==> src/rtl/shift_pkg.sv <==
// Shared definitions for the shift sequencer: FSM state encoding and
// direction constants used by both the controller and the datapath.
package shift_pkg;

  typedef enum logic [1:0] {
    IDLE  = 2'd0,
    LOAD  = 2'd1,
    SHIFT = 2'd2,
    DONE  = 2'd3
  } state_t;

  localparam logic SHIFT_RIGHT = 1'b0;
  localparam logic SHIFT_LEFT  = 1'b1;

endpackage

==> src/rtl/shift_reg_core.sv <==
// Parallel-load shift register datapath; one single-bit shift per enabled cycle.
module shift_reg_core
  import shift_pkg::*;
#(
  parameter int WIDTH = 8
) (
  input  logic             clk,
  input  logic             rst,
  input  logic             load,
  input  logic             enable,
  input  logic             dir,
  input  logic             fill,
  input  logic [WIDTH-1:0] d,
  output logic [WIDTH-1:0] q,
  output logic [WIDTH-1:0] shifted
);

  // The shifted word is exported so the controller can pre-compute the next outgoing bit.
  assign shifted = (dir == SHIFT_LEFT) ? {q[WIDTH-2:0], fill} : {fill, q[WIDTH-1:1]};

  always_ff @(posedge clk or negedge rst) begin
    if (!rst) begin
      q <= '0;
    end else if (load) begin
      q <= d;
    end else if (enable) begin
      q <= shifted;
    end
  end

endmodule

==> src/rtl/shift_seq_ctrl.sv <==
// Shift sequencer: captures a word and shift request in IDLE, then performs
// one shift per cycle with registered serial/status outputs.
module shift_seq_ctrl
  import shift_pkg::*;
#(
  parameter int WIDTH = 8,
  parameter int CNT_W = $clog2(WIDTH) + 1
) (
  input  logic             clk,
  input  logic             rst,
  input  logic             start,
  input  logic             abort,
  input  logic             dir,
  input  logic             rotate,
  input  logic [CNT_W-1:0] amount,
  input  logic [WIDTH-1:0] par_in,
  input  logic             ser_in,
  output logic [WIDTH-1:0] par_out,
  output logic             ser_out,
  output logic             ser_vld,
  output logic             busy,
  output logic             done
);

  state_t           state;
  logic [CNT_W-1:0] remaining;
  logic [CNT_W-1:0] amt_sat;
  logic             dir_r;
  logic             rot_r;
  logic             load_en;
  logic             shift_en;
  logic             fill;
  logic [WIDTH-1:0] q;
  logic [WIDTH-1:0] shifted;

  assign amt_sat  = (amount > CNT_W'(WIDTH)) ? CNT_W'(WIDTH) : amount;
  assign load_en  = (state == IDLE) && start && !abort;
  assign shift_en = (state == SHIFT);
  assign fill     = rot_r ? ((dir_r == SHIFT_LEFT) ? q[WIDTH-1] : q[0]) : ser_in;
  assign par_out  = q;

  shift_reg_core #(.WIDTH(WIDTH)) u_core (
    .clk     (clk),
    .rst     (rst),
    .load    (load_en),
    .enable  (shift_en),
    .dir     (dir_r),
    .fill    (fill),
    .d       (par_in),
    .q       (q),
    .shifted (shifted)
  );

  // ser_out is registered, so it is loaded with the bit that will leave during the next SHIFT cycle.
  always_ff @(posedge clk or negedge rst) begin
    if (!rst) begin
      state     <= IDLE;
      remaining <= '0;
      dir_r     <= SHIFT_RIGHT;
      rot_r     <= 1'b0;
      busy      <= 1'b0;
      done      <= 1'b0;
      ser_vld   <= 1'b0;
      ser_out   <= 1'b0;
    end else begin
      done    <= 1'b0;
      ser_vld <= 1'b0;
      ser_out <= 1'b0;
      case (state)
        IDLE: begin
          if (start && !abort) begin
            state     <= LOAD;
            dir_r     <= dir;
            rot_r     <= rotate;
            remaining <= amt_sat;
            busy      <= 1'b1;
          end
        end
        LOAD: begin
          if (abort) begin
            state <= IDLE;
            busy  <= 1'b0;
          end else if (remaining == '0) begin
            state <= DONE;
            done  <= 1'b1;
          end else begin
            state   <= SHIFT;
            ser_vld <= 1'b1;
            ser_out <= (dir_r == SHIFT_LEFT) ? q[WIDTH-1] : q[0];
          end
        end
        SHIFT: begin
          remaining <= remaining - CNT_W'(1);
          if (abort) begin
            state <= IDLE;
            busy  <= 1'b0;
          end else if (remaining == CNT_W'(1)) begin
            state <= DONE;
            done  <= 1'b1;
          end else begin
            ser_vld <= 1'b1;
            ser_out <= (dir_r == SHIFT_LEFT) ? shifted[WIDTH-1] : shifted[0];
          end
        end
        DONE: begin
          state <= IDLE;
          busy  <= 1'b0;
        end
        default: begin
          state <= IDLE;
          busy  <= 1'b0;
        end
      endcase
    end
  end

endmodule

==> config.mk <==
export PLATFORM = sky130hd
export DESIGN_NAME = shift_seq_ctrl
export DESIGN_NICKNAME = d
export VERILOG_FILES = /design/src/rtl/shift_pkg.sv /design/src/rtl/shift_reg_core.sv /design/src/rtl/shift_seq_ctrl.sv
export SDC_FILE = /design/constraint.sdc
export NUM_CORES = 1
export LEC_CHECK = 0
export CAP_MARGIN = 25
export CORE_UTILIZATION = 45
export CTS_CLUSTER_DIAMETER = 80
export DETAILED_ROUTE_END_ITERATION = 12
export PLACE_DENSITY = 0.73
export SKIP_CTS_REPAIR_TIMING = 1
export SYNTH_ARGS = -nofsm -noshare
export SYNTH_HDL_FRONTEND = slang
export SYNTH_SLANG_ARGS = --single-unit
export TNS_END_PERCENT = 20
==> constraint.sdc <==
create_clock -name clk -period 1.8 [get_ports clk]
set_input_delay 0.36 -clock clk [delete_from_list [all_inputs] [get_ports clk]]
set_output_delay 0.36 -clock clk [all_outputs]
set_load 0.01 [all_outputs]
==> impl_metrics.json, run 1 <==
{
  "synth_edf_count": 0,
  "finalPower_uw": 2516,
  "clkTransAtPathRegs_ns": 0.11,
  "netlist_instances": 129,
  "cts-root-buf": "clkbuf_4",
  "status": "complete, no violations",
  "die_h_um": 55.75,
  "cap_violations": 0,
  "gp_congestion": 0.8357,
  "syn2layout_area_growth_pct": 30.41,
  "nNetsFinal": 194,
  "cts_sinks": 20,
  "rsz0062_at_grt": "false",
  "slowest_delay_ns": 0.57,
  "hold_viol_final": 0,
  "fin_cells": 197,
  "worstMarginPinSlew_ns": 0.3092,
  "synthSimpleGateAreaFrac": 0.1540,
  "crit_required_ns": 1.44,
  "ys_warn_count": 0,
  "die_w_um": 55.75,
  "syn_nets": 155,
  "grt_usage": 0.2067,
  "synth-compound-area-share": 0.2233,
  "fin_crit_sh": 0.9367,
  "ioPinCount": 31,
  "cts_max_level": 1,
  "cpLargestDelayFamily": "buffers and inverters",
  "clk_path_buf_depth": 2,
  "wire_per_inst_um": 14.81,
  "cp_max_fo": 5,
  "grt-ovfl-total": 0,
  "grt_pass1_vias": 1066,
  "synth_adder_area_share": 0.06737,
  "synth_cell_type_count": 41,
  "p_leak_uw": 0.0007693,
  "post-route-drc-count": 0,
  "drtPass1Iterations": 4,
  "synth_xor_area_frac": 0,
  "final_common_cell": "clkdlybuf4s50_1",
  "cts_buffers": 3,
  "finalMaxSlewViolations": 0,
  "crit_arrival_ns": 1.33,
  "dp_hpwl_mm": 2.198,
  "timing.fmax_ghz": 0.5931,
  "post_synth_mux_area_share": 0.1116,
  "relSlewSlack": 0.7939,
  "via_per_inst": 5.553,
  "place_inst": 194,
  "hold_path_class": "in -> async",
  "nFillCells": 243,
  "criticalPathCategory": "reg -> out",
  "drt-total-wl_mm": 2.917,
  "irDropWorstVdd_mv": 0.9527,
  "ys.flop_type": "dfrtp_1",
  "num_antenna_cells": 0,
  "core_area_um2": 2758,
  "port-buffer-count": 30,
  "avgSynthCellArea_um2": 10.08,
  "floorplan.initialDensity": 0.4714,
  "grt_pass1_wl_mm": 5.037,
  "cellPowerDensity_nw_per_um2": 1484,
  "cts_tree": "done",
  "synth-async-reset-ratio": 1.000,
  "clock_latency_ns": 0.30,
  "drive_gt1_frac": 0.1506,
  "synth_top_family_by_area": "compound AO/OA/AOI/OAI gates",
  "die_area_um2": 3108,
  "cp-start-kind": "register",
  "antenna_found_initial": 0,
  "crit_path_end_kind": "output pin",
  "vias": 1094,
  "antenna_left": 0,
  "drtIter0Drc": 17,
  "grt_max_degree": 21,
  "ys_seq_area_frac": 0.3850,
  "cp_num_buf_inv": 1,
  "crit_chain": "clkdlybuf4s50_1",
  "rows": 19,
  "final_cell_mix": "30 x clkdlybuf4s50_1, 20 x dfrtp_1, 10 x nor2_1, 10 x mux2i_1, 10 x buf_4",
  "setup_viol": 0,
  "ys_ff_latch": 20,
  "cp_slowest_cell": "clkdlybuf4s50_1",
  "fin_skew_ns": 0.01208,
  "synth_area_um2": 1300,
  "period_needed_ns": 1.686
}
==> registers in the layout, summed over array words and instances (netlist names) <==
name       count
ser_out        1
ser_vld        1
dir_r          1
rot_r          1
done           1
busy           1
state          2
u_core.q       8
remaining      4
==> metal layers <==
| metal | vias up | global-route usage | wire length, um |
|---|---|---|---|
| met1 | 515 | 0.2703 | 1303 |
| met4 | 0 | 0.08929 | 49 |
| met2 | 29 | 0.3425 | 1449 |
| li1 | 544 | - | - |
| met5 | - | 0 | 0 |
| met3 | 6 | 0.02791 | 114 |
==> power breakdown <==
group          internal [uW]  total [uW]  switching (uW)
clock network           78.1         212             134
logic                    782        1460             673
registers                651         849             199
total                   1510        2520            1010
==> Yosys cell counts (2+ instances only) <==
cell | n | area, um^2
ha_1 | 7 | 87.58
dfrtp_1 | 20 | 500.5
mux2_2 | 4 | 45.04
mux2i_1 | 10 | 100.1
inv_1 | 9 | 33.78
a21o_1 | 7 | 52.55
o211ai_1 | 2 | 15.01
o21ai_0 | 2 | 10.01
o21a_1 | 2 | 15.01
a211oi_1 | 9 | 67.56
nor2_1 | 10 | 37.54
nor2b_1 | 2 | 12.51
nand2b_1 | 4 | 25.02
nand2_1 | 6 | 22.52
a21oi_1 | 7 | 35.03
buf_4 | 3 | 22.52
==> kinds of logic (layout without fill, tap and decap cells) <==
| group | Yosys count | in the layout |
|---|---|---|
| compound gates | 38 | 38 |
| simple gates | 35 | 35 |
| flops | 20 | 20 |
| buf+inv | 15 | 52 |
| mux | 14 | 14 |
| fa+ha+maj | 7 | 7 |
==> stage by stage <==
step	hold slack [ns]	setup TNS, ns	cell area, um^2	util	setup slack [ns]
final	0.3844	0	1695	0.6148	0.1139
after global routing	0.4063	0	1695	0.6148	0.04350
after CTS	0.3932	0	1694	0.6143	0.09532
after detailed placement	0.5008	-0.2223	1672	0.6062	-0.03757
after global placement	0.4951	0	1672	0.6062	0.02383
after floorplan	0.06441	0	1300	-	0.2701
==> layout make-up <==
cell class              instances  area [um^2]  area share
multi-input cells              94        724.4      0.4273
well taps                      31        38.79     0.02288
repair buffers                 40        375.4      0.2214
inverters                       9        33.78     0.01993
clock buffers                   3        22.52     0.01328
flip-flops and latches         20        500.5      0.2952
==> worst paths after layout <==
check                            start           end  slack, ns  cells past startpoint
max in group asynchronous          rst          busy       1.20                      2
min in group clk                  busy          busy       0.52                      1
max                        u_core.q[0]    par_out[0]       0.11                      1
min                                rst   u_core.q[1]       0.38                      2
max reg2reg                   state[1]  remaining[1]       0.15                      6
min reg2reg                       busy          busy       0.52                      1
No activity file was read; power rests on OpenSTA's default activity.
==> run 2: changes to the inputs <==
--- a/config.mk
+++ b/config.mk
@@ -6,10 +6,10 @@
 export NUM_CORES = 1
 export LEC_CHECK = 0
 export CAP_MARGIN = 25
-export CORE_UTILIZATION = 45
+export CORE_UTILIZATION = 49
 export CTS_CLUSTER_DIAMETER = 80
 export DETAILED_ROUTE_END_ITERATION = 12
-export PLACE_DENSITY = 0.73
+export PLACE_DENSITY_LB_ADDON = 0.25
 export SKIP_CTS_REPAIR_TIMING = 1
 export SYNTH_ARGS = -nofsm -noshare
 export SYNTH_HDL_FRONTEND = slang
==> run 2 against run 1 <==
Sequential power hardly changed; non-clock buffer count is 1 higher; hold slack better by 0.0017 ns; maximum frequency is 0.24% higher; routed wire length is 3.9% higher; via count is 3.8% higher; final area is 0.37% higher; first-iteration DRC count is 5.9% lower; register-to-register slack worse by 0.03 ns; critical path depth stayed put; utilization is 6.6 points higher; combinational power hardly changed; highest routed layer unchanged.
==> impl_metrics.json, run 2 (synthesis results as in run 1) <==
{
  "grt_usage": 0.2372,
  "p_leak_uw": 0.0007742,
  "relSlewSlack": 0.8090,
  "fin_ws_ns": 0.1179,
  "crit_path_end_kind": "output pin",
  "slowest_delay_ns": 0.57,
  "largest_reg_flops": 8,
  "num_antenna_cells": 0,
  "grt_pass1_vias": 1080,
  "cts-root-buf": "clkbuf_4",
  "final_common_cell": "clkdlybuf4s50_1",
  "status": "complete, no violations",
  "antenna_found_initial": 0,
  "cts_max_level": 1,
  "clock_latency_ns": 0.30,
  "hold_path_class": "in -> async",
  "core_area_um2": 2500,
  "cp_max_fo": 5,
  "crit_required_ns": 1.44,
  "clk_path_buf_depth": 2,
  "die_area_um2": 2863,
  "cts_buffers": 3,
  "worstMarginPinSlew_ns": 0.2865,
  "cellPowerDensity_nw_per_um2": 1499,
  "post-route-drc-count": 0,
  "die_h_um": 53.51,
  "cp_slowest_cell": "clkdlybuf4s50_1",
  "rsz0062_at_grt": "false",
  "setup_viol": 0,
  "criticalPathCategory": "reg -> out",
  "crit_chain": "clkdlybuf4s50_1",
  "gp_congestion": 0.8637,
  "ioPinCount": 31,
  "place_ws_ns": -0.05507,
  "nNetsFinal": 195,
  "drtIter0Drc": 16,
  "cp_num_buf_inv": 1,
  "irDropWorstVdd_mv": 1.023,
  "hold_viol_final": 0,
  "rows": 18,
  "clkTransAtPathRegs_ns": 0.11,
  "drive_gt1_frac": 0.1557,
  "crit_arrival_ns": 1.32,
  "drt-total-wl_mm": 3.030,
  "cap_violations": 0,
  "grt-ovfl-total": 0,
  "fin_skew_ns": 0.003238,
  "via_per_inst": 5.766,
  "finalMaxSlewViolations": 0,
  "period_needed_ns": 1.682,
  "dp_hpwl_mm": 2.281,
  "reg_top3": "u_core.q: 8 flops, remaining: 4 flops, state: 2 flops",
  "drtPass1Iterations": 4,
  "timing.fmax_ghz": 0.5945,
  "cp-start-kind": "register",
  "cts_sinks": 20,
  "fin_tns_setup_ns": 0,
  "wire_per_inst_um": 15.38,
  "grt_max_degree": 21,
  "die_w_um": 53.51,
  "floorplan.initialDensity": 0.5200,
  "cts_tree": "done",
  "cpLargestDelayFamily": "buffers and inverters",
  "vias": 1136,
  "port-buffer-count": 30,
  "grt_pass1_wl_mm": 4.816,
  "largest_register": "u_core.q",
  "finalPower_uw": 2550,
  "antenna_left": 0,
  "fin_crit_sh": 0.9345,
  "final_cell_mix": "30 x clkdlybuf4s50_1, 20 x dfrtp_1, 11 x buf_4",
  "syn2layout_area_growth_pct": 30.89,
  "hold_slack_ns": 0.3861,
  "nFillCells": 194
}
-- run 2: cell types whose count changed in the layout (fill, tap and decap cells not counted) --
cell	previous run	this run
buf_4	10	11
-- run 2: layout make-up --
type / instances / area, um^2 / area share
repair buffers: 41 / 382.9 / 0.2250
multi-input cells: 94 / 724.4 / 0.4257
clock buffers: 3 / 22.52 / 0.01324
inverters: 9 / 33.78 / 0.01985
flip-flops and latches: 20 / 500.5 / 0.2941
well taps: 30 / 37.54 / 0.02206
-- run 2: worst paths after layout --
check                               endpoint  cells past startpoint         from  slack [ns]
worst min-delay path                state[1]                      2          rst        0.39
max in group asynchronous        u_core.q[7]                      2          rst        1.20
min in group clk                        busy                      1         busy        0.52
worst min register to register          busy                      1         busy        0.52
worst max register to register  remaining[1]                      6     state[1]        0.12
worst max-delay path              par_out[6]                      1  u_core.q[6]        0.12
-- run 2: metrics by stage --
step	cells	area, um^2	util
3_3_place_gp	194	1678	0.6712
4_1_cts	197	1700	0.6802
5_1_grt	197	1702	0.6807
2_1_floorplan	129	1300	-
3_5_place_dp	194	1678	0.6712
6_report	197	1702	0.6807
-- run 2: layer usage --
metal,vias to the layer above,GRT usage,part of all wire,wire length (um)
met3,7,0.05747,0.040,122
met1,543,0.2822,0.44,1326
li1,550,-,-,-
met5,-,0,0,0
met2,36,0.3917,0.51,1535
met4,0,0.1228,0.015,45
-- run 2: power breakdown --
part           total, uW  internal (uW)  leakage [uW]  switching, uW
Clock                212           78.0     0.0000138            134
Sequential           847            651      0.000248            196
Combinational       1490            797      0.000512            695
==> RTL change 1: new RTL, settings of run 2 <==
Register the input `par_in` before use. The logic sees it one clock later. The other inputs are not delayed to match.
--- a/src/rtl/shift_seq_ctrl.sv
+++ b/src/rtl/shift_seq_ctrl.sv
@@ -21,6 +21,12 @@
   output logic             busy,
   output logic             done
 );
+
+  logic [WIDTH-1:0] par_q;
+
+  always_ff @(posedge clk) begin
+    par_q <= par_in;
+  end
 
   state_t           state;
   logic [CNT_W-1:0] remaining;
@@ -46,7 +52,7 @@
     .enable  (shift_en),
     .dir     (dir_r),
     .fill    (fill),
-    .d       (par_in),
+    .d       (par_q),
     .q       (q),
     .shifted (shifted)
   );
Formal check against the unedited RTL: not equivalent (a bounded check fails within 4 cycles, from zero or initial values and one cycle with rst low).
==> RTL change 1 against run 2 <==
Synthesized cell count is 12% higher; power is 12% higher; critical endpoint is now par_out[7]; design area is 7.0% higher; sequential power is 28% higher; largest cell class unchanged; area after synthesis is 8.6% higher; non-clock buffer count is 2 lower; final cell count is 7.6% higher; setup slack worse by 41 ps; clock power is 48% higher; sequential share of layout area is 6.9 points higher; wire length is 3.4% lower; sequential cell count is 8 higher.
==> RTL change 1: results (changes against run 2) <==
metric,value,unit,change
status,finished clean,,
drt-initial-drc-count,29,,+13
r2r_slack,240,ps,+120 ps
detail_route.vias_per_cell,5.542,,-3.9%
multiInputGateArea,685.7,µm²,-5.4%
dp_hpwl,2157,µm,-5.4%
dpl_worst_slack,58.98,ps,+114.1 ps
synthTopCellsByCount,"dfrtp_1, nand2_1, a21oi_1, mux2i_1, o21ai_0",,
avgSynthCellArea,9.801,µm²,-2.7%
synth_seq_area_share,46.81,%,+8.3 points
postRouteWirelength,2928,µm,-3.4%
clk_latency,340,ps,+40 ps
yosys.cell_types.count,38,,-7.3%
grt_max_degree,23,,+9.5%
post_dp_cell_area,1783,µm²,+6.3%
peakVddDrop,1.028,mV,+0.53%
p_leak,0.7719,nW,-0.30%
gp_congestion,0.8439,,-2.3%
reg2reg_from,state[0],,
n_fill_cell,223,,+15%
tightestPinTransition,293.0,ps,+6.471 ps
regToRegEndpoint,u_core.q[6],,
synth_area_leaders,"dfrtp_1, dfxtp_1, mux2i_1, ha_1, nand2_1",,
track_usage,20.86,%,-2.9 points
path_clk_slew,150,ps,+40 ps
reg_top3,"par_q (8), u_core.q (8), remaining (4)",,
dp_cells,208,,+7.2%
finClkSkew,7.145,ps,+3.907 ps
arrival,1360,ps,+40 ps
drive_above_1_share,12.71,%,-2.9 points
hold_ws,340.8,ps,-45.31 ps
==> RTL change 1: cell types whose count changed after synthesis, sizes merged, moves of 3 or more <==
cell / change
nand2: +13
a21oi: +3
a21o: -7
a211oi: -7
o21ai: +15
dfxtp: +8
==> RTL change 1: per-layer routing <==
metal	up-vias	global-route usage, %	share of wire [%]
met3	7	3.023	5.1
met5	-	0	0
li1	573	-	-
met2	41	34.60	48
met4	0	9.643	2.2
met1	554	26.89	45
==> RTL change 1: worst max path at each step <==
| stage | startpoint | to | slack [ps] | cells after the start |
|---|---|---|---|---|
| 3_5_place_dp | abort | ser_out | 60 | 5 |
| 6_report | u_core.q[7] | par_out[7] | 80 | 1 |
| 3_3_place_gp | abort | remaining[3] | 100 | 5 |
| 4_1_cts | u_core.q[6] | par_out[6] | 50 | 1 |
| 5_1_grt | u_core.q[7] | par_out[7] | 30 | 1 |
| 2_1_floorplan | state[0] | remaining[3] | 220 | 6 |
==> RTL change 1: logic make-up after synthesis <==
group / count (synthesis) / share of synthesized area, %
adders and majority gates: 7 / 6.205
DFF: 28 / 46.81
and+or+nand+nor: 42 / 15.78
buffers and inverters: 14 / 4.610
muxes: 13 / 9.752
AOI/OAI and AO/OA: 40 / 16.84
==> RTL change 1: layout make-up <==
cell class,count,share of cell area (%)
inverters,8,1.649
flip-flops and latches,28,36.36
well taps,31,2.131
clock buffers,4,1.993
multi-input cells,102,37.66
repair buffers,39,20.21
==> RTL change 1: power breakdown <==
group | total (mW) | internal (mW) | leakage [nW] | switching, mW
Clock | 0.313 | 0.124 | 0.0210 | 0.189
Combinational | 1.46 | 0.746 | 0.440 | 0.712
Sequential | 1.08 | 0.847 | 0.311 | 0.237
==> RTL change 2: new RTL, flow settings as in run 2 <==
Made on the original files. `WIDTH` is set to 8 in 2 places; all go to 32.
--- a/src/rtl/shift_reg_core.sv
+++ b/src/rtl/shift_reg_core.sv
@@ -2,7 +2,7 @@
 module shift_reg_core
   import shift_pkg::*;
 #(
-  parameter int WIDTH = 8
+  parameter int WIDTH = 32
 ) (
   input  logic             clk,
   input  logic             rst,
--- a/src/rtl/shift_seq_ctrl.sv
+++ b/src/rtl/shift_seq_ctrl.sv
@@ -3,7 +3,7 @@
 module shift_seq_ctrl
   import shift_pkg::*;
 #(
-  parameter int WIDTH = 8,
+  parameter int WIDTH = 32,
   parameter int CNT_W = $clog2(WIDTH) + 1
 ) (
   input  logic             clk,
Interface: changed (resized amount, par_in and par_out); port bits go from 31 to 81. No check against the original RTL was run, so the function may have changed too.
==> RTL change 2 against run 2 <==
The run now ends with negative hold slack left; first-iteration DRC count rose to 8.4 times the old value; clock power rose to 3.7 times the old value; sequential cell count up 26; area after synthesis up 110%; critical path depth up 5; design area up 130%; power up 140%; non-clock buffer count up 57; setup slack worse by 48 ps; wire length up 120%; critical endpoint is now remaining[3]; largest cell class unchanged; largest power group unchanged.
==> RTL change 2: results (changes against run 2) <==
metric,value,unit,change
status,"finished, violations left",,
violations,negative hold slack,,
clkCellAreaFrac,2.753,%,+1.4 points
cp-startpoint,state[0],,
nClkBuffers,7,,+4
wl_per_cell,14.31,µm,-7.0%
detail_route.vias_per_cell,5.420,,-6.0%
synth_seq_area_share,41.55,%,+3.1 points
portBuffers,80,,+170%
final_cells,476,,+140%
reg_top3,"u_core.q (32), remaining (6), state (2)",,
hold_ws,-6.722,ps,-392.8 ps
cts-buffers-inserted,5,,+2
finClkSkew,5.453,ps,+2.215 ps
synthTopCellsByCount,"nand2_1, o21ai_0, dfrtp_1",,
synth_area_leaders,"dfrtp_1, mux2i_1, o21ai_0, nand2_1, ha_1",,
gp_congestion,0.8374,,-3.0%
post_dp_cell_area,3755,µm²,+120%
finalWorstSetupSlack,69.94,ps,-47.97 ps
grt_pass1_wl,11300,µm,+130%
signal_buffers,98,,+140%
grt_max_degree,49,,+130%
cts-htree-levels,2,,+1
hold_viol_final,17,,+17
path_max_fanout,8,,+3
fp.coreArea,5473,µm²,+120%
nets,455,,+130%
synth_compound_area_share,18.74,%,-3.6 points
RTL change 2: cell count changes in the layout (fill, tap and decap cells not counted), sizes merged, moves of 5 or more:
cell           delta
dfrtp            +26
a211oi            -8
a21o              -5
clkdlybuf4s50    +49
nand3             +6
o21ai            +60
nand2            +69
mux2i            +23
buf               +8
RTL change 2: power groups by stage:
stage	Sequential (mW)	Combinational, mW	Clock (mW)
6_report	2.11	3.27	0.774
5_1_grt	2.19	3.57	0.828
4_1_cts	2.11	3.27	0.790
3_5_place_dp	2.12	3.25	0
3_3_place_gp	2.11	3.16	0
2_1_floorplan	2.14	1.75	0
RTL change 2: worst max-delay path: stages, from the launching register on:
cell and delay [ps]:
dfrtp_1 420, inv_1 130, ha_2 310, and3b_2 370
nand3b_1 110, a21oi_1 180, nand4b_1 140
RTL change 2: layer usage:
layer | GRT usage, % | part of all wire, %
met5 | 0 | 0
met4 | 10.00 | 1.8
met3 | 5.000 | 5.1
met2 | 37.96 | 48
met1 | 31.53 | 45
